### config.mk
export PLATFORM = sky130hd
export DESIGN_NAME = cpu_control_fsm_flat
export DESIGN_NICKNAME = d
export VERILOG_FILES = /design/src/rtl/cpu_control_if.sv /design/src/rtl/cpu_control_fsm.sv /design/src/flat_wrapper.sv
export SDC_FILE = /design/constraint.sdc
export NUM_CORES = 1
export LEC_CHECK = 0
export CAP_MARGIN = 10
export CORE_ASPECT_RATIO = 1.25
export CORE_MARGIN = 2
export CORE_UTILIZATION = 48
export CTS_BUF_LIST = sky130_fd_sc_hd__clkbuf_4 sky130_fd_sc_hd__clkbuf_8 sky130_fd_sc_hd__clkbuf_16
export CTS_CLUSTER_DIAMETER = 60
export DETAILED_ROUTE_END_ITERATION = 10
export PLACE_DENSITY = 0.87
export RECOVER_POWER = 50
export SLEW_MARGIN = 20
export SYNTH_ARGS = -nofsm -noshare
export SYNTH_HDL_FRONTEND = slang
export SYNTH_SLANG_ARGS = --single-unit
### constraint.sdc
create_clock -name clock -period 1.88 [get_ports clock]
set_input_delay 0.376 -clock clock [delete_from_list [all_inputs] [get_ports clock]]
set_output_delay 0.376 -clock clock [all_outputs]
set_load 0.03 [all_outputs]
### src/rtl/cpu_control_if.sv
// Control bundle between cpu_control_fsm (master) and the 16-bit datapath (slave).
// retiredCount is present only when CPU_CONTROL_RETIRE_COUNT_EN is defined.
interface cpu_control_if;
  logic [15:0] instruction;
  logic        blockRamReadEnable;
  logic        blockRamWriteEnable;
  logic        registerFileWriteEnable;
  logic [1:0]  integerTypeSelectionLine;
  logic        reg2OrImmediateSelectionLine;
  logic        pcOrRegisterSelectionLine;
  logic        addressFromRegOrDecoderSelectionLine;
  logic        writeBackToRegRamOrALUSelectionLine;
  logic        pcOrAluOutputRamReadSelectionLine;
  logic [15:0] decoderRamWriteAddress;
  logic [3:0]  registerWriteAddress;
  logic        instructionRegisterLoad;
  logic        pcIncrement;
  logic        halted;
`ifdef CPU_CONTROL_RETIRE_COUNT_EN
  logic [31:0] retiredCount;
`endif

  modport master (
    input  instruction,
    output blockRamReadEnable, blockRamWriteEnable, registerFileWriteEnable,
    output integerTypeSelectionLine, reg2OrImmediateSelectionLine,
    output pcOrRegisterSelectionLine, addressFromRegOrDecoderSelectionLine,
    output writeBackToRegRamOrALUSelectionLine, pcOrAluOutputRamReadSelectionLine,
    output decoderRamWriteAddress, registerWriteAddress,
    output instructionRegisterLoad, pcIncrement, halted
`ifdef CPU_CONTROL_RETIRE_COUNT_EN
    , output retiredCount
`endif
  );

  modport slave (
    output instruction,
    input  blockRamReadEnable, blockRamWriteEnable, registerFileWriteEnable,
    input  integerTypeSelectionLine, reg2OrImmediateSelectionLine,
    input  pcOrRegisterSelectionLine, addressFromRegOrDecoderSelectionLine,
    input  writeBackToRegRamOrALUSelectionLine, pcOrAluOutputRamReadSelectionLine,
    input  decoderRamWriteAddress, registerWriteAddress,
    input  instructionRegisterLoad, pcIncrement, halted
`ifdef CPU_CONTROL_RETIRE_COUNT_EN
    , input retiredCount
`endif
  );
endinterface

### src/rtl/cpu_control_fsm.sv
// Multi-cycle Moore control unit for the 16-bit CPU datapath (fetch/decode/execute/memory).
// Optional retired-instruction counter enabled by defining CPU_CONTROL_RETIRE_COUNT_EN.
module cpu_control_fsm #(
  parameter logic [15:0] IO_BASE       = 16'hFF00,
  parameter int unsigned RESET_PC_HOLD = 0
) (
  input logic           clock,
  input logic           reset,
  cpu_control_if.master ctrl
);

  typedef enum logic [2:0] {
    S_IDLE       = 3'd0,
    S_FETCH      = 3'd1,
    S_FETCH_WAIT = 3'd2,
    S_DECODE     = 3'd3,
    S_EXEC       = 3'd4,
    S_MEM_WAIT   = 3'd5,
    S_HALT       = 3'd6
  } state_e;

  typedef enum logic [2:0] {
    C_RTYPE = 3'd0,
    C_IMM_S = 3'd1,
    C_IMM_Z = 3'd2,
    C_LOAD  = 3'd3,
    C_STOR  = 3'd4,
    C_OUT   = 3'd5,
    C_HALT  = 3'd6,
    C_NOP   = 3'd7
  } class_e;

  localparam logic [3:0] HOLD_INIT = 4'(RESET_PC_HOLD);

  function automatic class_e classify(input logic [15:0] ins);
    class_e c;
    case (ins[15:12])
      4'h0:             c = C_RTYPE;
      4'h1, 4'h2, 4'h3: c = C_IMM_S;
      4'h4, 4'h5, 4'h6: c = C_IMM_Z;
      4'h7: begin
        if (ins[7:4] == 4'h0) begin
          c = C_LOAD;
        end else if (ins[7:4] == 4'h4) begin
          c = C_STOR;
        end else begin
          c = C_NOP;
        end
      end
      4'h8:    c = C_OUT;
      4'hF:    c = C_HALT;
      default: c = C_NOP;
    endcase
    return c;
  endfunction

  state_e      state_q, state_d;
  logic [3:0]  hold_q, hold_d;
  logic [15:0] instr_q;
  logic [15:0] cur_instr_s;
  class_e      cur_class_s;

  logic        rd_en_q, rd_en_d;
  logic        wr_en_q, wr_en_d;
  logic        rf_we_q, rf_we_d;
  logic [1:0]  int_sel_q, int_sel_d;
  logic        imm_sel_q, imm_sel_d;
  logic        a_sel_q, a_sel_d;
  logic        addr_sel_q, addr_sel_d;
  logic        wb_sel_q, wb_sel_d;
  logic        rd_addr_sel_q, rd_addr_sel_d;
  logic [15:0] io_addr_q, io_addr_d;
  logic [3:0]  rf_waddr_q, rf_waddr_d;
  logic        ir_load_q, ir_load_d;
  logic        pc_inc_q, pc_inc_d;
  logic        halted_q, halted_d;

  // The IR is only trusted during DECODE; later phases work from the latched copy.
  assign cur_instr_s = (state_q == S_DECODE) ? ctrl.instruction : instr_q;
  assign cur_class_s = classify(cur_instr_s);

  // Next-state and IDLE hold-counter logic.
  always_comb begin
    state_d = state_q;
    hold_d  = hold_q;
    case (state_q)
      S_IDLE: begin
        if (hold_q == 4'd0) begin
          state_d = S_FETCH;
        end else begin
          hold_d = hold_q - 4'd1;
        end
      end
      S_FETCH:      state_d = S_FETCH_WAIT;
      S_FETCH_WAIT: state_d = S_DECODE;
      S_DECODE: begin
        if (cur_class_s == C_HALT) begin
          state_d = S_HALT;
        end else begin
          state_d = S_EXEC;
        end
      end
      S_EXEC: begin
        if (cur_class_s == C_LOAD) begin
          state_d = S_MEM_WAIT;
        end else begin
          state_d = S_FETCH;
        end
      end
      S_MEM_WAIT: state_d = S_FETCH;
      S_HALT:     state_d = S_HALT;
      default:    state_d = S_IDLE;
    endcase
  end

  // Output decode of the upcoming state, so every output leaves a flop.
  always_comb begin
    rd_en_d       = 1'b0;
    wr_en_d       = 1'b0;
    rf_we_d       = 1'b0;
    int_sel_d     = 2'b00;
    imm_sel_d     = 1'b0;
    a_sel_d       = 1'b0;
    addr_sel_d    = 1'b0;
    wb_sel_d      = 1'b0;
    rd_addr_sel_d = 1'b0;
    io_addr_d     = 16'h0000;
    rf_waddr_d    = 4'h0;
    ir_load_d     = 1'b0;
    pc_inc_d      = 1'b0;
    halted_d      = 1'b0;
    case (state_d)
      S_FETCH: begin
        rd_en_d       = 1'b1;
        rd_addr_sel_d = 1'b1;
      end
      S_FETCH_WAIT: begin
        ir_load_d = 1'b1;
        pc_inc_d  = 1'b1;
      end
      S_EXEC: begin
        case (cur_class_s)
          C_RTYPE, C_IMM_S, C_IMM_Z: begin
            a_sel_d    = 1'b1;
            wb_sel_d   = 1'b1;
            rf_we_d    = 1'b1;
            rf_waddr_d = cur_instr_s[11:8];
            if (cur_class_s == C_IMM_S) begin
              imm_sel_d = 1'b1;
              int_sel_d = 2'b01;
            end else if (cur_class_s == C_IMM_Z) begin
              imm_sel_d = 1'b1;
              int_sel_d = 2'b10;
            end else begin
              imm_sel_d = 1'b0;
              int_sel_d = 2'b00;
            end
          end
          C_LOAD: begin
            a_sel_d = 1'b1;
            rd_en_d = 1'b1;
          end
          C_STOR: begin
            a_sel_d = 1'b1;
            wr_en_d = 1'b1;
          end
          C_OUT: begin
            a_sel_d    = 1'b1;
            addr_sel_d = 1'b1;
            wr_en_d    = 1'b1;
            io_addr_d  = IO_BASE + {8'h00, cur_instr_s[7:0]};
          end
          default: begin
            a_sel_d = 1'b0;
          end
        endcase
      end
      S_MEM_WAIT: begin
        rf_we_d    = 1'b1;
        rf_waddr_d = cur_instr_s[3:0];
      end
      S_HALT: halted_d = 1'b1;
      default: begin
        halted_d = 1'b0;
      end
    endcase
  end

  // State, hold counter and latched instruction.
  always_ff @(posedge clock or negedge reset) begin
    if (!reset) begin
      state_q <= S_IDLE;
      hold_q  <= HOLD_INIT;
      instr_q <= 16'h0000;
    end else begin
      state_q <= state_d;
      hold_q  <= hold_d;
      if (state_q == S_DECODE) begin
        instr_q <= ctrl.instruction;
      end else begin
        instr_q <= instr_q;
      end
    end
  end

  // Registered control outputs; reset clears every strobe asynchronously.
  always_ff @(posedge clock or negedge reset) begin
    if (!reset) begin
      rd_en_q       <= 1'b0;
      wr_en_q       <= 1'b0;
      rf_we_q       <= 1'b0;
      int_sel_q     <= 2'b00;
      imm_sel_q     <= 1'b0;
      a_sel_q       <= 1'b0;
      addr_sel_q    <= 1'b0;
      wb_sel_q      <= 1'b0;
      rd_addr_sel_q <= 1'b0;
      io_addr_q     <= 16'h0000;
      rf_waddr_q    <= 4'h0;
      ir_load_q     <= 1'b0;
      pc_inc_q      <= 1'b0;
      halted_q      <= 1'b0;
    end else begin
      rd_en_q       <= rd_en_d;
      wr_en_q       <= wr_en_d;
      rf_we_q       <= rf_we_d;
      int_sel_q     <= int_sel_d;
      imm_sel_q     <= imm_sel_d;
      a_sel_q       <= a_sel_d;
      addr_sel_q    <= addr_sel_d;
      wb_sel_q      <= wb_sel_d;
      rd_addr_sel_q <= rd_addr_sel_d;
      io_addr_q     <= io_addr_d;
      rf_waddr_q    <= rf_waddr_d;
      ir_load_q     <= ir_load_d;
      pc_inc_q      <= pc_inc_d;
      halted_q      <= halted_d;
    end
  end

  assign ctrl.blockRamReadEnable                  = rd_en_q;
  assign ctrl.blockRamWriteEnable                 = wr_en_q;
  assign ctrl.registerFileWriteEnable             = rf_we_q;
  assign ctrl.integerTypeSelectionLine            = int_sel_q;
  assign ctrl.reg2OrImmediateSelectionLine        = imm_sel_q;
  assign ctrl.pcOrRegisterSelectionLine           = a_sel_q;
  assign ctrl.addressFromRegOrDecoderSelectionLine = addr_sel_q;
  assign ctrl.writeBackToRegRamOrALUSelectionLine = wb_sel_q;
  assign ctrl.pcOrAluOutputRamReadSelectionLine   = rd_addr_sel_q;
  assign ctrl.decoderRamWriteAddress              = io_addr_q;
  assign ctrl.registerWriteAddress                = rf_waddr_q;
  assign ctrl.instructionRegisterLoad             = ir_load_q;
  assign ctrl.pcIncrement                         = pc_inc_q;
  assign ctrl.halted                              = halted_q;

`ifdef CPU_CONTROL_RETIRE_COUNT_EN
  logic [31:0] retired_q;

  // Counts an instruction on its last cycle: EXEC, or MEM_WAIT for LOAD.
  always_ff @(posedge clock or negedge reset) begin
    if (!reset) begin
      retired_q <= 32'h0000_0000;
    end else if ((state_q == S_EXEC && state_d == S_FETCH) || state_q == S_MEM_WAIT) begin
      retired_q <= retired_q + 32'h0000_0001;
    end else begin
      retired_q <= retired_q;
    end
  end

  assign ctrl.retiredCount = retired_q;
`endif

endmodule

### src/flat_wrapper.sv
// flat-port wrapper written by rule: the top's interface ports become plain ports
module cpu_control_fsm_flat 
#(
  parameter logic [15:0] IO_BASE       = 16'hFF00,
  parameter int unsigned RESET_PC_HOLD = 0
)
  (clock, reset, ctrl_instruction, ctrl_blockRamReadEnable, ctrl_blockRamWriteEnable, ctrl_registerFileWriteEnable, ctrl_integerTypeSelectionLine, ctrl_reg2OrImmediateSelectionLine, ctrl_pcOrRegisterSelectionLine, ctrl_addressFromRegOrDecoderSelectionLine, ctrl_writeBackToRegRamOrALUSelectionLine, ctrl_pcOrAluOutputRamReadSelectionLine, ctrl_decoderRamWriteAddress, ctrl_registerWriteAddress, ctrl_instructionRegisterLoad, ctrl_pcIncrement, ctrl_halted);
  cpu_control_if ctrl_i ();
  input logic clock;
  input logic reset;
  input wire logic [$bits(ctrl_i.instruction)-1:0] ctrl_instruction;
  output wire logic [$bits(ctrl_i.blockRamReadEnable)-1:0] ctrl_blockRamReadEnable;
  output wire logic [$bits(ctrl_i.blockRamWriteEnable)-1:0] ctrl_blockRamWriteEnable;
  output wire logic [$bits(ctrl_i.registerFileWriteEnable)-1:0] ctrl_registerFileWriteEnable;
  output wire logic [$bits(ctrl_i.integerTypeSelectionLine)-1:0] ctrl_integerTypeSelectionLine;
  output wire logic [$bits(ctrl_i.reg2OrImmediateSelectionLine)-1:0] ctrl_reg2OrImmediateSelectionLine;
  output wire logic [$bits(ctrl_i.pcOrRegisterSelectionLine)-1:0] ctrl_pcOrRegisterSelectionLine;
  output wire logic [$bits(ctrl_i.addressFromRegOrDecoderSelectionLine)-1:0] ctrl_addressFromRegOrDecoderSelectionLine;
  output wire logic [$bits(ctrl_i.writeBackToRegRamOrALUSelectionLine)-1:0] ctrl_writeBackToRegRamOrALUSelectionLine;
  output wire logic [$bits(ctrl_i.pcOrAluOutputRamReadSelectionLine)-1:0] ctrl_pcOrAluOutputRamReadSelectionLine;
  output wire logic [$bits(ctrl_i.decoderRamWriteAddress)-1:0] ctrl_decoderRamWriteAddress;
  output wire logic [$bits(ctrl_i.registerWriteAddress)-1:0] ctrl_registerWriteAddress;
  output wire logic [$bits(ctrl_i.instructionRegisterLoad)-1:0] ctrl_instructionRegisterLoad;
  output wire logic [$bits(ctrl_i.pcIncrement)-1:0] ctrl_pcIncrement;
  output wire logic [$bits(ctrl_i.halted)-1:0] ctrl_halted;
  assign ctrl_i.instruction = ctrl_instruction;
  assign ctrl_blockRamReadEnable = ctrl_i.blockRamReadEnable;
  assign ctrl_blockRamWriteEnable = ctrl_i.blockRamWriteEnable;
  assign ctrl_registerFileWriteEnable = ctrl_i.registerFileWriteEnable;
  assign ctrl_integerTypeSelectionLine = ctrl_i.integerTypeSelectionLine;
  assign ctrl_reg2OrImmediateSelectionLine = ctrl_i.reg2OrImmediateSelectionLine;
  assign ctrl_pcOrRegisterSelectionLine = ctrl_i.pcOrRegisterSelectionLine;
  assign ctrl_addressFromRegOrDecoderSelectionLine = ctrl_i.addressFromRegOrDecoderSelectionLine;
  assign ctrl_writeBackToRegRamOrALUSelectionLine = ctrl_i.writeBackToRegRamOrALUSelectionLine;
  assign ctrl_pcOrAluOutputRamReadSelectionLine = ctrl_i.pcOrAluOutputRamReadSelectionLine;
  assign ctrl_decoderRamWriteAddress = ctrl_i.decoderRamWriteAddress;
  assign ctrl_registerWriteAddress = ctrl_i.registerWriteAddress;
  assign ctrl_instructionRegisterLoad = ctrl_i.instructionRegisterLoad;
  assign ctrl_pcIncrement = ctrl_i.pcIncrement;
  assign ctrl_halted = ctrl_i.halted;
  cpu_control_fsm #(.IO_BASE(IO_BASE), .RESET_PC_HOLD(RESET_PC_HOLD)) u_core (.clock(clock), .reset(reset), .ctrl(ctrl_i));
endmodule
==> results of run 1 <==
-- worst max path at each step --
stage	cells past startpoint	slack (ps)	end	startpoint
finish	5	100	u_core.ctrl.decoderRamWriteAddress[3]	u_core.state_q[2]
global route	7	1	u_core.ctrl.decoderRamWriteAddress[3]	u_core.state_q[1]
CTS	1	5	ctrl_decoderRamWriteAddress[8]	u_core.ctrl.addressFromRegOrDecoderSelectionLine
detailed placement	5	-320	u_core.ctrl.decoderRamWriteAddress[3]	ctrl_instruction[6]
global placement	5	-230	u_core.ctrl.addressFromRegOrDecoderSelectionLine	ctrl_instruction[6]
floorplan	4	260	u_core.ctrl.addressFromRegOrDecoderSelectionLine	ctrl_instruction[6]
-- per-stage QoR --
stage | setup WS, ps | hold WS [ps] | util, % | area [um2]
floorplan | 263 | 80.4 | - | 2030
global placement | -228 | 377 | 64.8 | 2640
detailed placement | -318 | 384 | 64.8 | 2640
CTS | 5.02 | 62.4 | 67.1 | 2730
global route | 1.19 | 411 | 66.8 | 2720
finish | 95.6 | 304 | 66.8 | 2720
-- final cells by class --
| cell class | count | area (um2) | share of cell area, % |
|---|---|---|---|
| flip-flops and latches | 43 | 1080 | 39.6 |
| multi-input cells | 122 | 817 | 30.1 |
| repair buffers | 71 | 654 | 24.1 |
| well taps | 56 | 70.1 | 2.58 |
| clock buffers | 5 | 68.8 | 2.53 |
| clock inverters | 3 | 15.0 | 0.553 |
| inverters | 4 | 15.0 | 0.553 |
-- routing by layer --
metal	GRT usage (%)	routed length (um)	vias up
li1	-	-	756
met2	37.6	2450	60
met3	4.40	232	10
met4	8.22	89	0
met5	0	0	-
met1	21.7	1690	784
-- cells in the mapped netlist, drive strengths merged --
| library cell | number |
|---|---|
| or2 | 3 |
| a31oi | 1 |
| nand3 | 2 |
| nand2 | 39 |
| nand2b | 1 |
| dfrtp | 43 |
| o31ai | 1 |
| o21ai | 9 |
| a22oi | 4 |
| o311a | 1 |
| a21oi | 3 |
| nor2 | 10 |
| nand3b | 1 |
| nor4b | 1 |
| o41ai | 1 |
| ha | 1 |
| or4 | 2 |
| nor2b | 2 |
| a211oi | 2 |
| inv | 4 |
| nor4 | 9 |
| xnor2 | 4 |
| mux2 | 6 |
| clkbuf | 2 |
| o221ai | 1 |
| o211ai | 1 |
| nor3 | 6 |
| and3 | 3 |
| and3b | 1 |
| buf | 16 |
| nor3b | 4 |
| o21a | 3 |
-- power groups by stage --
stage	Combinational, uW	Sequential, uW	Clock [uW]
after floorplan	987	1490	0
after global placement	1640	1310	0
after detailed placement	1690	1320	0
after CTS	1730	1300	561
after global routing	1820	1330	589
final	1680	1310	545
-- sequential cells by signal (all words and copies together), names as in the netlist --
name and flops:
u_core.ctrl.blockRamReadEnable 1, u_core.ctrl.reg2OrImmediateSelectionLine 1, u_core.ctrl.registerFileWriteEnable 1, u_core.ctrl.pcOrAluOutputRamReadSelectionLine 1, u_core.instr_q 12, u_core.ctrl.writeBackToRegRamOrALUSelectionLine 1, u_core.state_q 3, u_core.ctrl.halted 1
u_core.ctrl.registerWriteAddress 4, u_core.ctrl.blockRamWriteEnable 1, u_core.ctrl.decoderRamWriteAddress 8, u_core.ctrl.integerTypeSelectionLine 2, u_core.ctrl.pcOrRegisterSelectionLine 1, u_core.hold_q 4, u_core.ctrl.addressFromRegOrDecoderSelectionLine 1, u_core.ctrl.instructionRegisterLoad 1
-- kinds of logic after synthesis --
group                    share of synthesized area (%)
AND/OR/NAND/NOR                                   23.7
XOR/XNOR                                          1.73
adder cells (fa/ha/maj)                          0.616
multiplexers                                      3.51
buffers and inverters                             7.21
flip-flops                                        53.0
AO/OA/AOI/OAI                                     10.3
-- timing repair --
action                     CTS  global route
pin swaps                    0             1
buffers inserted             0             0
gates resized for setup      4            11
hold buffers                 0             0
setup endpoints to repair    9            21
-- critical path: stages, from the launching register on --
cell and delay [ps]:
dfrtp_1 390, and3b_1 400, buf_4 220, and3_4 220, nor3_4 60, nor4_1 360
-- layout by cell type (no fill, tap or decap), types with 2 or more instances in the layout --
cell	Yosys	layout
nor2_1	10	10
dlymetal6s2s_1	0	10
nor2b_1	2	2
xnor2_1	4	4
mux2_1	4	4
clkbuf_8	0	5
nand2_1	39	39
a21oi_1	3	3
dfrtp_1	43	43
o21a_1	3	3
or2_1	3	3
clkdlybuf4s50_1	0	36
dlygate4sd2_1	0	2
o21ai_1	2	2
nand3_1	2	2
nor4_4	2	2
clkinv_2	0	3
buf_4	10	17
a22oi_1	4	4
nor4_1	6	6
clkbuf_1	2	5
o21ai_0	7	7
nor3b_1	3	3
inv_1	4	4
or4_4	2	2
and3_1	2	2
nor3_1	4	4
==> impl_results.md, run 1 <==
- Synth-to-Final Area Change: 33.8%
- Fmax: 560 MHz
- Gr ovfl total: 0
- Critical path launch point type: register
- Cell Rows: 26
- Final setup violation count: 0
- Peak VDD IR: around 0.73 mV
- Tcrit/Tclk final: 94.9%
- Max Root-Sink Buffers: 2
- Critical Path Sink Type: register
- Ports: 51
- Worst flop-to-flop path endpoint: u_core.ctrl.decoderRamWriteAddress[3]
- Share of cells above drive strength 1: 17.3%
- Worst Tran Pin Value: ~1200 ps
- P per Cell Area: between 1000 and 1500 nW/um2
- R2r worst-path depth: 5
- HPWL after DPL: 3.27 mm
- Fin. Hold Viols: 0
- First-pass GRT wire length: 7.56 mm
- CP Data Required Time: 2040 ps
- Power Internal: about 2100 uW
- Die Y-Extent: around 77 um
- Crit Path Class: register to register
- Sequential Power Share: 37.0%
- Die W: 62.2 um
- CTS root buf: clkbuf_8
- HP Class: input pin to asynchronous set/reset pin
- Final nets: 266
- Synthesis Warnings: 0
- Most area-consuming cells after synthesis: dfrtp_1 (53%), nand2_1 (7.2%), buf_4 (3.7%)
- Worst rel slew slack: about a fifth
- Drc violations: 0
- P_leak: 0.00131 uW
- Synth top area share: 53.0%
- Gate Count Post-Synth: 187
- H-tree levels: 2
- Wire per inst: 14.7 um
- GP Congestion: 0.940
- Switching Power: 1400 uW
- Critical path arrival: ~2000 ps
- Total power: between 3000 and 4000 uW
- TNS Setup: 0 ps
- Clk slew on worst S/H paths: 80 ps
- Syn Std Cell Area: 2030 um2
- Vias per cell: 5.30
- Post-route ant nets: 0
- Core region area: 4070 um2
- Worst skew pair latency: around 290 ps
- CTS Buf Count: 5
- Yosys cell types: 43
- Total global-route track usage: between 20 and 25%
- Layout Skew: about 5.7 ps
- Max Cap Viol: 0
- Sequential cell area fraction in the yosys report: 53.0%
- Switching Fraction: 39.6%
- Diodes inserted: 0
- Fill cells: around 290
- RR Startpoint: u_core.state_q[2]
- Largest net degree at the start of global routing: 25
- Worst R2R Setup Slack: 100 ps
- CTS tree: done
- Combinational share of power: 47.6%
- Drt pass-1 iters: 4
- Yosys reg bits: 43
- Min Tclk post-route: 1780 ps
- Final max-slew violation count: 0
- Wirelength, routed: 4.47 mm
- Initial Utilization: 49.9%
- Status: completed
- Vias: 1610
- Yosys top cell by area: dfrtp_1
- Non-filler instance count after layout: between 300 and 400
- Port buffer count: 50
- Mapped Nets: between 200 and 250
- Initial antenna violation count: 0
- Power share of the clock group: 15.4%
- Sink Count: 43
- Placed insts: 296
- First-iteration detailed-routing DRC count: 78
- Syn Area/Cell: 10.9 um2
- Die area: 4770 um2
- Vias in the first global route: between 1500 and 2000
- RSZ-0062 raised after global routing: false
- Crit path max fanout: 6
No activity file was read; power rests on OpenSTA's default activity.
==> inputs of run 2 (changes only) <==
CAP_MARGIN = default   (was 10)
==> results of run 2 <==
Final layout, timing and power as in run 1 (identical DEF).
==> inputs of run 3 (changes only) <==
ABC_CLOCK_PERIOD_IN_PS = 1880   (was default)
==> results of run 3 <==
Final layout, timing and power as in run 1 (identical DEF).
